### config.mk
export PLATFORM = sky130hd
export DESIGN_NAME = pipe_hazard_ctrl
export DESIGN_NICKNAME = d
export VERILOG_FILES = /design/src/rtl/pipe_hazard_ctrl.sv
export SDC_FILE = /design/constraint.sdc
export NUM_CORES = 1
export LEC_CHECK = 0
export CAP_MARGIN = 20
export CELL_PAD_IN_SITES_DETAIL_PLACEMENT = 2
export CELL_PAD_IN_SITES_GLOBAL_PLACEMENT = 2
export CORE_AREA = 2 2 137 139
export CTS_CLUSTER_SIZE = 14
export DETAILED_ROUTE_END_ITERATION = 8
export DIE_AREA = 0 0 139 141
export HOLD_SLACK_MARGIN = 0.03
export PLACE_DENSITY = 0.8
export SLEW_MARGIN = 15
export SYNTH_ARGS = -nofsm -noshare
export SYNTH_HDL_FRONTEND = slang
export SYNTH_SLANG_ARGS = --single-unit
### constraint.sdc
create_clock -name clk -period 2.8 [get_ports clk]
set_input_delay 0.56 -clock clk [delete_from_list [all_inputs] [get_ports clk]]
set_output_delay 0.56 -clock clk [all_outputs]
set_load 0.02 [all_outputs]
### src/rtl/pipe_hazard_ctrl.sv
// Stall/flush sequencer for the 5-stage IF/ID/EX/MEM/WB pipeline.
// Resolves load-use hazards, EX-stage branch flushes and data-memory wait
// states. Control outputs are combinational from state and inputs; state,
// wait counter, error flag and statistics are registered.
module pipe_hazard_ctrl #(
  parameter int unsigned MEM_TIMEOUT = 15,
  parameter int unsigned CNT_W       = 32
) (
  input  logic             clk,
  input  logic             rst,
  input  logic [4:0]       id_rr1,
  input  logic [4:0]       id_rr2,
  input  logic             id_use_rs1,
  input  logic             id_use_rs2,
  input  logic             ex_running,
  input  logic             ex_rfwr,
  input  logic             ex_is_load,
  input  logic [4:0]       ex_wr,
  input  logic             ex_branch,
  input  logic             mem_req,
  input  logic             mem_ready,
  output logic             pc_stall,
  output logic             if_id_stall,
  output logic             if_id_flush,
  output logic             id_ex_stall,
  output logic             id_ex_bubble,
  output logic             ex_mem_stall,
  output logic             mem_wb_bubble,
  output logic             state_o,
  output logic             timeout_err,
  output logic [CNT_W-1:0] cnt_loaduse,
  output logic [CNT_W-1:0] cnt_flush,
  output logic [CNT_W-1:0] cnt_memwait
);

  localparam int unsigned WCNT_W = (MEM_TIMEOUT < 2) ? 1 : $clog2(MEM_TIMEOUT + 1);

  typedef enum logic {
    RUN     = 1'b0,
    MEMWAIT = 1'b1
  } state_t;

  state_t            state;
  state_t            state_nxt;
  logic [WCNT_W-1:0] wcnt;
  logic [WCNT_W-1:0] wcnt_nxt;
  logic              set_terr;
  logic              lu;
  logic              mw;
  logic              ev_loaduse;
  logic              ev_flush;
  logic              ev_memwait;

  // Hazard detection terms
  assign lu = ex_running & ex_rfwr & ex_is_load & (ex_wr != 5'd0) &
              ((id_use_rs1 & (id_rr1 == ex_wr)) | (id_use_rs2 & (id_rr2 == ex_wr)));
  assign mw = mem_req & ~mem_ready;

  assign state_o = state;

  // State register and wait counter
  always_ff @(posedge clk) begin
    if (rst) begin
      state <= RUN;
      wcnt  <= '0;
    end else begin
      state <= state_nxt;
      wcnt  <= wcnt_nxt;
    end
  end

  // Next-state: enter MEMWAIT on a stalled access, leave on ready or timeout
  always_comb begin
    state_nxt = state;
    wcnt_nxt  = wcnt;
    set_terr  = 1'b0;
    unique case (state)
      RUN: begin
        if (mw) begin
          state_nxt = MEMWAIT;
          wcnt_nxt  = WCNT_W'(1);
        end
      end
      MEMWAIT: begin
        if (mem_ready) begin
          state_nxt = RUN;
        end else if (wcnt == WCNT_W'(MEM_TIMEOUT)) begin
          state_nxt = RUN;
          set_terr  = 1'b1;
        end else begin
          wcnt_nxt = wcnt + WCNT_W'(1);
        end
      end
      default: state_nxt = RUN;
    endcase
  end

  // Control outputs and statistic events; memory wait outranks branch outranks load-use
  always_comb begin
    pc_stall      = 1'b0;
    if_id_stall   = 1'b0;
    if_id_flush   = 1'b0;
    id_ex_stall   = 1'b0;
    id_ex_bubble  = 1'b0;
    ex_mem_stall  = 1'b0;
    mem_wb_bubble = 1'b0;
    ev_loaduse    = 1'b0;
    ev_flush      = 1'b0;
    ev_memwait    = 1'b0;
    if (!rst) begin
      if ((state == MEMWAIT) ? ~mem_ready : mw) begin
        pc_stall      = 1'b1;
        if_id_stall   = 1'b1;
        id_ex_stall   = 1'b1;
        ex_mem_stall  = 1'b1;
        mem_wb_bubble = 1'b1;
        ev_memwait    = 1'b1;
      end else if (state == RUN && ex_branch) begin
        if_id_flush  = 1'b1;
        id_ex_bubble = 1'b1;
        ev_flush     = 1'b1;
      end else if (state == RUN && lu) begin
        pc_stall     = 1'b1;
        if_id_stall  = 1'b1;
        id_ex_bubble = 1'b1;
        ev_loaduse   = 1'b1;
      end
    end
  end

  // Sticky timeout flag and saturating statistics counters
  always_ff @(posedge clk) begin
    if (rst) begin
      timeout_err <= 1'b0;
      cnt_loaduse <= '0;
      cnt_flush   <= '0;
      cnt_memwait <= '0;
    end else begin
      if (set_terr) timeout_err <= 1'b1;
      if (ev_loaduse && cnt_loaduse != '1) cnt_loaduse <= cnt_loaduse + CNT_W'(1);
      if (ev_flush && cnt_flush != '1) cnt_flush <= cnt_flush + CNT_W'(1);
      if (ev_memwait && cnt_memwait != '1) cnt_memwait <= cnt_memwait + CNT_W'(1);
    end
  end

endmodule

==> key figures <==
Timing
  – Fin. max-slew vios: 0
  – Slew headroom: 54.3%
  – Final Setup Violations: 0
  – Worst-Margin Slew: 0.680 ns
  – Tcrit/Tclk final: 97.4%
  – F_max: 0.367 GHz
  – Final setup skew: 0.00861 ns
  – Final hold vios: 0
  – Final min period: 2.73 ns

Power and ir drop
  – Maximum VDD drop: 0.301 mV
  – PwrDens: 406 mW/mm²
  – Final Total Pwr: 2.93 mW
  – Leakage: 2.42 nW

Final layout
  – Number of diodes: 0
  – Filler cell count: 2029
  – Fin cells: 1005
  – Core Util, Final: 39.5%
  – Cell area after layout: 0.00721 mm²
  – Final #Nets: 796
  – Layout overhead on the synthesized area: 40.2%
  – Layout cells sized above 1: 10.6%

Yosys
  – Synth unique cells: 60
  – Post-synth top flop: dfxtp_1
  – FFs w/ async S/R, synth: 0%
  – Top cells by area, synth: dfxtp_1 40%, xor2_1 7.0%, nor2_1 6.6%
  – Seq cells post-synth: 102
  – Number of synthesized flops with an enable pin: 0
  – Area share of the largest cell type after synthesis: 39.7%
  – Seq/Total Area, Yosys: 39.7%
  – Synthesized cell area: 0.00514 mm²
  – Yosys top cell by area: dfxtp_1
  – Mapped Avg Cell Area: 8.42 µm²
  – Mapped Cells: 611
  – Yosys warnings: 0
  – Synthesized net count: 640

CTS
  – Max clock buf depth: 2
  – Post-CTS setup buffers: 0
  – H-tree levels: 3
  – Number of buffers created by CTS: 9
  – Clock Latency Late Sink: 0.36 ns
  – Clock root buffer: clkbuf_16
  – TritonCTS Sinks: 102
  – TritonCTS clock tree: built
  – Clk slew on worst S/H paths: 0.07 ns

Setup path
  – CP peak stage delay: 0.61 ns
  – Slowest CP cell: clkdlybuf4s50_1
  – Reg2reg start: cnt_memwait[13]
  – Crit path top cell by count: clkdlybuf4s50_1
  – Kind of critical path: in2out
  – CP top delay family: buffers and inverters
  – Max FO, Critical Path: 7
  – Flop-to-flop setup slack: 0.40 ns
  – Reg2reg end: cnt_memwait[18]
  – Reg2Reg Depth: 6
  – Sequence of cells on the critical path: clkdlybuf4s50_1 -> o21bai_4 -> nor2_2 -> buf_4 -> clkdlybuf4s50_1
  – WP buf/inv: 3
  – Crit start category: input pin
  – Number of cells on the critical path: 5
  – CP Capture Type: output port
  – Critical Path RT: 2.24 ns
  – Worst EP arrival: 2.17 ns

Detailed routing
  – DR vias: 5227
  – Via-per-instance ratio: 5.20
  – Remaining antenna violation count: 0
  – TritonRoute pass-1 iters: 4
  – DRC Markers: 0
  – Drt first-iter violations: 129
  – Wirelength per Cell: 18.5 µm
  – Final wirelength: 18600 µm

Global route
  – Vias in the first global route: 5696
  – First-pass GRT wire length: 30300 µm
  – Total GRT Usage: 19.0%
  – Largest net degree at the start of global routing: 42
  – Gr ovfl total: 0
  – Antenna violations before repair: 0

Min path
  – Worst Hold Launch: wcnt[1]
  – WHS Path Cells: 2
  – Hold Crit Class: reg2reg
  – End of the worst hold path: wcnt[1]

Floorplanning
  – Core Box Area: 0.0183 mm²
  – IO Pins: 130
  – DIE AREA: 0.0196 mm²
  – Site Rows: 50
  – Die height: 141 µm
  – Die width: 139 µm
  – Initial Utilization: 28.2%

Placed design
  – GP Congestion: 0.829
  – IO buf count: 129
  – Dpl cell area: 0.00690 mm²
  – DP HPWL: 14200 µm
  – Inst Count DP: 990

Run
  – Max Cap Viol: 0

Outcome
  – Outcome: completed
-- how the worst max path moves through the flow --
stage,slack [ns],from,end
2_1_floorplan,0.27,ex_wr[2],id_ex_bubble
3_3_place_gp,-0.30,ex_wr[3],pc_stall
3_5_place_dp,-0.39,ex_wr[0],id_ex_bubble
4_1_cts,0.002,ex_wr[0],if_id_stall
5_1_grt,-0.07,ex_wr[4],id_ex_bubble
6_report,0.07,mem_req,ex_mem_stall
-- worst reg2reg max path, delay by kind of cell, from the launching register on --
| kind | cells | cell delay, ns |
|---|---|---|
| AO/OA/AOI/OAI | 1 | 0.57 |
| flip-flops | 1 | 0.47 |
| AND/OR/NAND/NOR | 4 | 1.08 |
| XOR/XNOR | 1 | 0.17 |
-- per-stage QoR --
step | hold slack (ns) | TNS, ns | worst slack (ns)
finish | 0.519 | 0 | 0.0722
global route | 0.559 | -0.120 | -0.0736
CTS | 0.522 | 0 | 0.00221
detailed placement | 0.482 | -3.81 | -0.388
global placement | 0.471 | -1.17 | -0.305
floorplan | 0.465 | 0 | 0.274
-- layout make-up --
| cell class | count | area, µm² | area share, % |
|---|---|---|---|
| clock buffers | 9 | 225 | 3.12 |
| clock inverters | 6 | 63.8 | 0.885 |
| inverters | 17 | 63.8 | 0.885 |
| multi-input cells | 471 | 2960 | 41.1 |
| flip-flops and latches | 102 | 2040 | 28.3 |
| well taps | 234 | 293 | 4.06 |
| repair buffers | 166 | 1560 | 21.6 |
-- logic make-up (layout without fill, tap and decap cells) --
family                   Yosys count  in the layout  synth area share (%)
AO/OA/AOI/OAI                     71             71                  9.85
XOR/XNOR                          75             75                  12.8
buffers and inverters             38            198                  3.16
multiplexers                       5              5                  1.14
flip-flops                       102            102                  39.7
adder cells (fa/ha/maj)            4              4                 0.973
AND/OR/NAND/NOR                  316            316                  32.4
-- sequential cells by signal, indices dropped and copies added (netlist names) --
register and count:
cnt_memwait 32, state_o 1, wcnt 4, cnt_loaduse 32
cnt_flush 32, timeout_err 1
-- layer usage --
metal,GRT usage (%),share of wire [%],wire length (µm)
met2,35.2,52,9700
met3,3.57,3.7,683
met5,0,0,0
met1,22.1,42,7850
met4,5.90,1.8,325
-- placed cells by master, fill, tap and decap left out, drive strengths merged, types with 9 or more instances in the layout --
| cell | count |
|---|---|
| clkbuf | 9 |
| buf | 40 |
| clkdlybuf4s50 | 121 |
| and3 | 13 |
| a21oi | 29 |
| or3 | 13 |
| xnor2 | 34 |
| inv | 17 |
| or4 | 10 |
| o21ai | 16 |
| dfxtp | 102 |
| nand3 | 48 |
| xor2 | 41 |
| nand4 | 37 |
| nor2 | 91 |
| nand2 | 38 |
| nor3 | 24 |
-- cells in the mapped netlist, types with 6 or more instances --
library cell and n:
dfxtp_1 102, nor2_1 90, nand3_1 48, xor2_1 41, nand2_1 37, nand4_1 36, xnor2_1 34, a21oi_1 29
nor3_1 22, inv_1 17, o21ai_0 16, or3_1 13, and3_1 12, clkbuf_1 11, or4_1 9, and4_1 7
o31ai_1 7, and2_1 6, nor2b_1 6, nor4_1 6
-- repair_timing --
item,4_1_cts,5_1_grt
setup endpoints to repair,7,3
pin swaps,0,1
hold buffers,0,0
resized for setup,16,5
-- where the power goes --
part	total [mW]	switching (mW)	internal (mW)
clock	1.27	0.587	0.687
sequential	1.46	0.00755	1.46
combinational	0.189	0.101	0.0883
No activity file was read; power rests on OpenSTA's default activity.
